**src/rtl/rx_chan_pkg.sv**
```systemverilog
// rx_chan_pkg: shared definitions for the receive channel controller.
//   NODE_ID_W  : width of node ids and channel indices
//   NO_CHANNEL : channel_sel value meaning "receiver not tuned"
//   rx_state_e : controller FSM states
package rx_chan_pkg;

    localparam int unsigned NODE_ID_W = 16;

    localparam logic [NODE_ID_W-1:0] NO_CHANNEL = 16'hFFFF;

    typedef enum logic [2:0] {
        StIdle,
        StTune,
        StSettle,
        StLocked,
        StError
    } rx_state_e;

endpackage

```
**src/rtl/settle_timer.sv**
```systemverilog
// settle_timer: loadable down-counter used for tuner settle and lock timeout.
//   clk        : system clock
//   rst        : asynchronous active-low reset
//   load       : load load_value into the counter (has priority over count_en)
//   load_value : number of counting cycles until expiry
//   count_en   : decrement the counter this cycle
//   expire     : high in the final counting cycle (counter at 1 while counting)
//   done       : counter has run out (0)
module settle_timer #(
    parameter int unsigned WIDTH = 8
) (
    input  logic             clk,
    input  logic             rst,
    input  logic             load,
    input  logic [WIDTH-1:0] load_value,
    input  logic             count_en,
    output logic             expire,
    output logic             done
);

    logic [WIDTH-1:0] cnt_q;
    logic [WIDTH-1:0] cnt_d;

    always_comb begin
        cnt_d = cnt_q;
        if (load) begin
            cnt_d = load_value;
        end else if (count_en && (cnt_q != '0)) begin
            cnt_d = cnt_q - WIDTH'(1);
        end
    end

    always_ff @(posedge clk or negedge rst) begin
        if (!rst) begin
            cnt_q <= '0;
        end else begin
            cnt_q <= cnt_d;
        end
    end

    assign expire = count_en && (cnt_q == WIDTH'(1));
    assign done   = (cnt_q == '0);

endmodule

```
**src/rtl/rx_channel_controller.sv**
```systemverilog
// rx_channel_controller: tunes the photonic receiver to the source node
// requested by the comms processor and reports lock / error status.
// Optional feature macro: RX_CHAN_LOCK_TIMEOUT_EN (wait for lock_ok after
// settling, with an error if lock is not seen within TIMEOUT_CYCLES).
//   clk             : system clock
//   rst             : asynchronous active-low reset
//   node_id         : own node id
//   max_node        : number of nodes in the ring
//   data_rx_node_id : requested source node
//   lock_ok         : driver lock indication (timeout build only)
//   channel_sel     : channel index to the receiver tuner
//   tune_en         : one-cycle strobe, tuner loads channel_sel
//   rx_locked       : receiver settled on channel_sel
//   rx_error        : last request invalid or lock failed
//   retune_count    : saturating count of tune_en strobes
module rx_channel_controller
    import rx_chan_pkg::*;
#(
    parameter int unsigned SETTLE_CYCLES  = 8,
    parameter int unsigned TIMEOUT_CYCLES = 32
) (
    input  logic                 clk,
    input  logic                 rst,
    input  logic [NODE_ID_W-1:0] node_id,
    input  logic [NODE_ID_W-1:0] max_node,
    input  logic [NODE_ID_W-1:0] data_rx_node_id,
    input  logic                 lock_ok,
    output logic [NODE_ID_W-1:0] channel_sel,
    output logic                 tune_en,
    output logic                 rx_locked,
    output logic                 rx_error,
    output logic [7:0]           retune_count
);

    localparam int unsigned TIMEOUT_W = 16;

    rx_state_e            state_q, state_d;
    logic [NODE_ID_W-1:0] chan_q, chan_d;
    logic [NODE_ID_W-1:0] req_q, req_d;
    logic [7:0]           count_q, count_d;

    logic pending;
    logic req_valid;
    logic timer_load;
    logic timer_count;
    logic settle_expire;
    logic settle_done;

    assign timer_load  = (state_q == StTune);
    assign timer_count = (state_q == StSettle);

    settle_timer #(
        .WIDTH (8)
    ) u_settle_timer (
        .clk        (clk),
        .rst        (rst),
        .load       (timer_load),
        .load_value (8'(SETTLE_CYCLES)),
        .count_en   (timer_count),
        .expire     (settle_expire),
        .done       (settle_done)
    );

`ifdef RX_CHAN_LOCK_TIMEOUT_EN
    logic timeout_expire;
    logic timeout_done;
    logic unused_timeout_done;

    // Loaded in the tune cycle with one less than the limit so the error
    // state is reached exactly TIMEOUT_CYCLES cycles after tune_en.
    settle_timer #(
        .WIDTH (TIMEOUT_W)
    ) u_timeout_timer (
        .clk        (clk),
        .rst        (rst),
        .load       (timer_load),
        .load_value (TIMEOUT_W'(TIMEOUT_CYCLES - 1)),
        .count_en   (timer_count),
        .expire     (timeout_expire),
        .done       (timeout_done)
    );

    assign unused_timeout_done = timeout_done;
`else
    logic unused_lock;

    // Lock is decided purely by the settle count in this build.
    assign unused_lock = lock_ok ^ settle_done;
`endif

    assign req_valid = (data_rx_node_id < max_node) && (data_rx_node_id != node_id);

    always_comb begin
        state_d = state_q;
        chan_d  = chan_q;
        req_d   = req_q;
        count_d = count_q;
        pending = 1'b0;

        // In ERROR the channel still holds the old tune, so only a change of
        // the requested id counts as a new request.
        case (state_q)
            StIdle, StSettle, StLocked: pending = (data_rx_node_id != chan_q);
            StError:                    pending = (data_rx_node_id != req_q);
            default:                    pending = 1'b0;
        endcase

        case (state_q)
            StTune: state_d = StSettle;
`ifdef RX_CHAN_LOCK_TIMEOUT_EN
            StSettle: begin
                if ((settle_expire || settle_done) && lock_ok) begin
                    state_d = StLocked;
                end else if (timeout_expire) begin
                    state_d = StError;
                end
            end
`else
            StSettle: begin
                if (settle_expire) begin
                    state_d = StLocked;
                end
            end
`endif
            default: state_d = state_q;
        endcase

        // A new request overrides settling or lock in progress.
        if (pending) begin
            req_d = data_rx_node_id;
            if (req_valid) begin
                state_d = StTune;
                chan_d  = data_rx_node_id;
            end else begin
                state_d = StError;
            end
        end

        if ((state_d == StTune) && (count_q != 8'hFF)) begin
            count_d = count_q + 8'd1;
        end
    end

    always_ff @(posedge clk or negedge rst) begin
        if (!rst) begin
            state_q <= StIdle;
            chan_q  <= NO_CHANNEL;
            req_q   <= NO_CHANNEL;
            count_q <= 8'd0;
        end else begin
            state_q <= state_d;
            chan_q  <= chan_d;
            req_q   <= req_d;
            count_q <= count_d;
        end
    end

    assign channel_sel  = chan_q;
    assign tune_en      = (state_q == StTune);
    assign rx_locked    = (state_q == StLocked);
    assign rx_error     = (state_q == StError);
    assign retune_count = count_q;

endmodule

```
**config.mk**
```make
export PLATFORM = sky130hd
export DESIGN_NAME = rx_channel_controller
export DESIGN_NICKNAME = d
export VERILOG_FILES = /design/src/rtl/rx_chan_pkg.sv /design/src/rtl/settle_timer.sv /design/src/rtl/rx_channel_controller.sv
export SDC_FILE = /design/constraint.sdc
export NUM_CORES = 1
export LEC_CHECK = 0
export BUFFER_PORTS_ARGS = -buffer_cell sky130_fd_sc_hd__buf_2
export CAP_MARGIN = 30
export CORE_AREA = 2 2 80 82
export DETAILED_ROUTE_END_ITERATION = 10
export DIE_AREA = 0 0 82 84
export PLACE_DENSITY = 0.84
export SYNTH_ARGS = -nofsm -noshare
export SYNTH_HDL_FRONTEND = slang
export SYNTH_HIERARCHICAL = 1
export SYNTH_SLANG_ARGS = --single-unit
```
**constraint.sdc**
```tcl
create_clock -name clk -period 4.9 [get_ports clk]
set_input_delay 0.98 -clock clk [delete_from_list [all_inputs] [get_ports clk]]
set_output_delay 0.98 -clock clk [all_outputs]
set_load 0.05 [all_outputs]
```
==> summary.txt, run 1 <==
Critical path
  – Critical path class: in2reg
  – Data required time of the worst path: 5.14 ns
  – Nature of the critical path endpoint: register
  – Crit path arrival time: 3.73 ns
  – Crit Path Max Fanout: 12
  – CP startpoint kind: input pin

Placed design
  – Hpwl dp: 5820 µm
  – Worst slack, placed: 1.14 ns
  – I/O Buffers: 76
  – Placed instance area: 3890 µm²
  – GPL Wtd Cong: 0.855

Clock tree
  – Clk slew on worst S/H paths: 0.09 ns
  – Setup bufs post-CTS: 0
  – Sink Count: 51
  – Clk buf depth: 2
  – CTS tree: done
  – Clk_lat worst skew: 0.31 ns
  – CTS Buf Count: 5
  – PostCTS Resize Cnt: 0
  – Root buf cell: clkbuf_8
  – CTS hold repair buffers: 0
  – H-Tree Depth: 2

Finish
  – Diode count: 0
  – Nets@finish: 476
  – Share of cells above drive strength 1: 34.9%
  – FILL cells: 493
  – Design area: 3980 µm²
  – Syn-to-layout area delta: 15.4%
  – Area of the multi-input gates: 1950 µm²
  – Register area: 1320 µm²
  – Commonest non-fill, non-tap cell in the layout: buf_2
  – Final core utilization: 65.3%
  – Most frequent cells in the layout: 76 x buf_2, 32 x dfstp_2, 31 x inv_1

STA
  – Fmax: 287 MHz
  – Final setup viols: 0
  – RSZ-0062 raised after global routing: no
  – Max Slew Vio Count: 0
  – Crit path time final: 3.49 ns
  – Final TNS setup: 0 ns
  – Clock Skew: 0.0105 ns
  – Slew @ Worst Pin: 0.999 ns
  – Tcrit/Tclk final: 71.2%
  – Worst setup margin: 1.41 ns
  – Final Hold Viols: 0
  – Slew HR: 33.1%

Synth
  – FFs w/ async S/R, synth: 100%
  – Yosys warns: 6
  – Mapped Cells: 324
  – Number of flops mapped to enable cells by yosys: 0
  – Seq/Total Area, Yosys: 38.2%
  – Yosys reg bits: 51
  – Mapped Avg Cell Area: 10.6 µm²
  – Mapped cell area: 3450 µm²
  – Distinct cell type count after synthesis: 62
  – Most used DFF post-synth: dfstp_2

Power and ir drop
  – Comb power frac: 53.6%
  – Pwr/cell area: 630 nW/µm²
  – Part of the power in registers: 36.7%
  – Max IR drop VDD: 461 µV
  – Switching Fraction: 47.2%
  – Pint: 1320 µW
  – Design Power: 2510 µW
  – Sw Pwr: 1180 µW
  – Clock power share: 9.7%
  – Lkg Pwr: 0.00184 µW

GRT
  – Initial antenna violation count: 0
  – Largest net degree at the start of global routing: 52
  – Vias in the first global route: 2,714
  – Gr usage total: 22.8%
  – First-pass GRT wire length: 12,300 µm
  – Global route overflow: 0

Drt
  – Via density per instance: 5.65
  – Routed WL per cell: 15.5 µm
  – DR vias: 2,736
  – First-pass DRT Iterations: 4
  – First DRT Iteration DRCs: 132
  – DRC viols: 0
  – DRT antenna net count: 0
  – Final WL: 7480 µm

Floorplan
  – Ports: 78
  – Die extent in y: 84 µm
  – Area of the die: 6890 µm²
  – Initial Util: 56.5%
  – Chip Width: 82 µm
  – Core area: 6100 µm²
  – Row count: 29

Hold path
  – Hold crit path type: reg2reg

Run
  – Maxcap violations: 0

Outcome
  – Status: completed
-- power groups by stage --
stage               Combinational (µW)  Clock (µW)  Sequential (µW)
floorplan                          780           0             1210
detailed placement                1350           0              923
CTS                               1350         247              917
global route                      1440         264              952
global placement                  1310           0              905
finish                            1340         244              918
-- sequential cells by signal (all words and copies together), names as in the netlist --
signal,count
channel_sel,16
req_q,16
retune_count,8
state_q,3
u_settle_timer/cnt_q,8
-- path summary, 6_finish.rpt --
path | from | to | slack, ns | depth (start not counted)
setup / recovery | data_rx_node_id[11] | channel_sel[7]$_DFFE_PN1P_ | 1.41 | 10
hold / removal | retune_count[3]$_DFFE_PN0P_ | retune_count[3]$_DFFE_PN0P_ | 0.50 | 1
setup reg to reg | state_q[2]$_DFF_PN0_ | channel_sel[2]$_DFFE_PN1P_ | 1.79 | 9
hold reg to reg | retune_count[3]$_DFFE_PN0P_ | retune_count[3]$_DFFE_PN0P_ | 0.50 | 1
max in group asynchronous | rst | u_settle_timer/cnt_q[5]$_DFFE_PN0P_ | 3.71 | 2
min in group asynchronous | rst | retune_count[0]$_DFFE_PN0P_ | 0.76 | 2
-- layer usage --
metal | global-route usage [%] | vias up | wire (µm)
met5 | 0 | - | 0
met4 | 8.33 | 0 | 128
met3 | 3.68 | 11 | 239
met2 | 39.0 | 64 | 3820
met1 | 28.5 | 1337 | 3290
li1 | - | 1324 | -
-- cell families after synthesis --
logic type	after synthesis	synth area share (%)
DFF	51	38.2
and+or+nand+nor	82	14.7
other	2	0.218
AOI/OAI and AO/OA	53	12.4
buffers and inverters	42	5.77
xor gates and xnor gates	41	10.4
muxes	34	11.4
adders and majority gates	19	6.90
-- cell usage after synthesis, drive strengths merged, types with 5 or more instances --
cell type,count,area (µm²)
mux2,28,334
o21ai,8,40.0
xnor2,28,245
dfrtp,19,475
a31oi,6,43.8
nand3,5,25.0
nand2,14,52.6
nor2,11,41.3
and3,7,48.8
a21oi,5,25.0
nand2b,5,31.3
buf,6,60.1
ha,19,238
mux2i,6,60.1
inv,32,123
dfstp,32,841
nand4,6,37.5
nor2b,5,31.3
xor2,13,114
-- layout make-up --
cell class	instances	area share, %
clock inverter	2	0.315
tap	77	2.42
sequential	51	33.1
clock buffer	6	1.82
inverter	32	3.08
timing repair buffer	79	10.1
multi-input combinational	237	49.1
-- metrics by stage --
step,cells,hold slack [ns]
5_1_grt,484,0.531
3_5_place_dp,476,0.493
4_1_cts,484,0.508
2_1_floorplan,330,0.483
3_3_place_gp,476,0.486
6_report,484,0.504
-- critical path: stages --
cell,delay (ns)
buf_2,0.16
ha_1,0.33
a21oi_1,0.16
o21ai_0,0.16
a2111oi_0,0.38
o41a_1,0.32
o31ai_4,0.15
nor3_4,0.38
buf_4,0.31
mux2_2,0.36
Power figures use the tool's default switching activity.
==> run 2: changes to the inputs <==
- CORE_AREA: 2 2 80 82 -> 2 2 83 85
- DIE_AREA: 0 0 82 84 -> 0 0 85 87
- PLACE_DENSITY: 0.84 -> 0.79
- clock period: 4.9 -> 3.5 ns (I/O delays scaled with it)
==> run 2 against run 1 <==
Net effect:
- total power up 45%
- core utilization decreased by 3.5 points
- clock-buffer cell count is the same
- clock skew shrank 0.0016 ns
- register-to-register slack lost 1.3 ns
- clock power up 74%
- largest cell class unchanged
==> summary.txt, run 2 (synthesis results as in run 1) <==
Floorplan
  – Area of the die: 7400 µm²
  – Core area: 6570 µm²
  – Initial Util: 52.5%
  – Ports: 78
  – Chip Width: 85 µm
  – Die extent in y: 87 µm
  – Row count: 30

Finish
  – Most frequent cells in the layout: 76 x buf_2, 32 x dfstp_2, 31 x inv_1
  – Diode count: 0
  – Final core utilization: 61.7%
  – Share of cells above drive strength 1: 35.5%
  – Syn-to-layout area delta: 17.6%
  – FILL cells: 574
  – Nets@finish: 478
  – Commonest non-fill, non-tap cell in the layout: buf_2

Clock tree
  – Clk buf depth: 2
  – CTS tree: done
  – Clk slew on worst S/H paths: 0.10 ns
  – CTS hold repair buffers: 0
  – Setup bufs post-CTS: 0
  – PostCTS Resize Cnt: 0
  – CTS Buf Count: 5
  – Sink Count: 51
  – H-Tree Depth: 2
  – Clk_lat worst skew: 0.30 ns
  – Root buf cell: clkbuf_8

Placed design
  – Hpwl dp: 5760 µm
  – I/O Buffers: 76
  – GPL Wtd Cong: 0.843

Power and ir drop
  – Sw Pwr: 1660 µW
  – Pint: 1970 µW
  – Pwr/cell area: 897 nW/µm²
  – Switching Fraction: 45.7%
  – Lkg Pwr: 0.00188 µW
  – Part of the power in registers: 35.5%
  – Max IR drop VDD: 548 µV
  – Clock power share: 11.7%
  – Comb power frac: 52.8%

STA
  – Final setup viols: 0
  – RSZ-0062 raised after global routing: no
  – Max Slew Vio Count: 0
  – Crit path time final: 3.00 ns
  – Final TNS setup: 0 ns
  – Slew HR: 59.3%
  – Worst hold margin: 0.294 ns
  – Fmax: 333 MHz
  – Clock Skew: 0.00893 ns
  – Tcrit/Tclk final: 85.7%
  – Slew @ Worst Pin: 0.595 ns
  – Final Hold Viols: 0

Drt
  – Routed WL per cell: 15.5 µm
  – First-pass DRT Iterations: 4
  – DRT antenna net count: 0
  – DRC viols: 0
  – Final WL: 7590 µm
  – Via density per instance: 5.57
  – First DRT Iteration DRCs: 108
  – DR vias: 2,724

GRT
  – Vias in the first global route: 2,677
  – Initial antenna violation count: 0
  – Gr usage total: 21.2%
  – Largest net degree at the start of global routing: 38
  – First-pass GRT wire length: 12,900 µm
  – Global route overflow: 0

Critical path
  – Largest stage delay, worst path: 0.54 ns
  – Crit-path cells: or3b_1 > inv_4 > mux2i_1 > xnor2_1 > a2111oi_1 > a31oi_2 > buf_4 > mux2_1
  – CP startpoint kind: register
  – Data required time of the worst path: 3.72 ns
  – Crit path arrival time: 3.22 ns
  – Worst path slowest cell: or3b_1
  – CP delay by family, top: compound AO/OA/AOI/OAI gates
  – Critical path class: reg2reg
  – Buf+Inv Stages, Crit Path: 2
  – Nature of the critical path endpoint: register
  – R2R Setup Slk: 0.50 ns
  – Crit Path Max Fanout: 20
  – Critical Path Source: state_q[2]$_DFF_PN0_
  – Reg-to-Reg Start: state_q[2]$_DFF_PN0_

Hold path
  – Hold crit path type: in2async

Run
  – Maxcap violations: 0

Outcome
  – Status: completed
==> run 2: cell count changes in the layout (fill, tap and decap cells not counted), sizes merged <==
cell	change
clkinvlp	-1
buf	+2
bufinv	+1
==> run 2: path summary, 6_finish.rpt <==
| kind | cells after the start | endpoint |
|---|---|---|
| setup / recovery | 8 | req_q[10]$_DFFE_PN1P_ |
| min in group clk | 1 | retune_count[2]$_DFFE_PN0P_ |
| setup reg to reg | 8 | req_q[10]$_DFFE_PN1P_ |
| hold reg to reg | 1 | retune_count[2]$_DFFE_PN0P_ |
| max in group asynchronous | 2 | channel_sel[1]$_DFFE_PN1P_ |
| hold / removal | 1 | retune_count[7]$_DFFE_PN0P_ |
==> run 2: per-stage QoR <==
step	cells	setup WS [ns]	power (µW)	instance area (µm²)
floorplan	330	0.631	2780	3470
global route	489	0.294	3870	4050
detailed placement	481	0.302	3220	3940
CTS	489	0.479	3650	4050
finish	489	0.500	3640	4050
global placement	480	0.413	3140	3920
==> run 2: area by class of cell <==
type                            count  area (µm²)  area share [%]
Tap cell                           80         100            2.47
Sequential cell                    51        1320            32.5
Clock buffer                        6        82.6            2.04
Timing Repair Buffer               81         443            10.9
Inverter                           32         123            3.02
Multi-Input combinational cell    237        1950            48.2
Clock inverter                      2        35.0           0.864
==> run 2: power groups by stage <==
stage,clock network (µW),logic (µW),registers (µW)
2_1_floorplan,0,1090,1690
3_3_place_gp,0,1860,1270
3_5_place_dp,0,1920,1300
4_1_cts,433,1930,1290
5_1_grt,461,2070,1330
6_report,425,1920,1290
==> run 2: per-layer routing <==
| layer | vias to the layer above | track usage, % | share of wire, % |
|---|---|---|---|
| li1 | 1333 | - | - |
| met1 | 1338 | 28.4 | 46 |
| met4 | 0 | 4.18 | 1.7 |
| met2 | 41 | 36.9 | 50 |
| met5 | - | 0 | 0 |
| met3 | 12 | 3.03 | 2.3 |
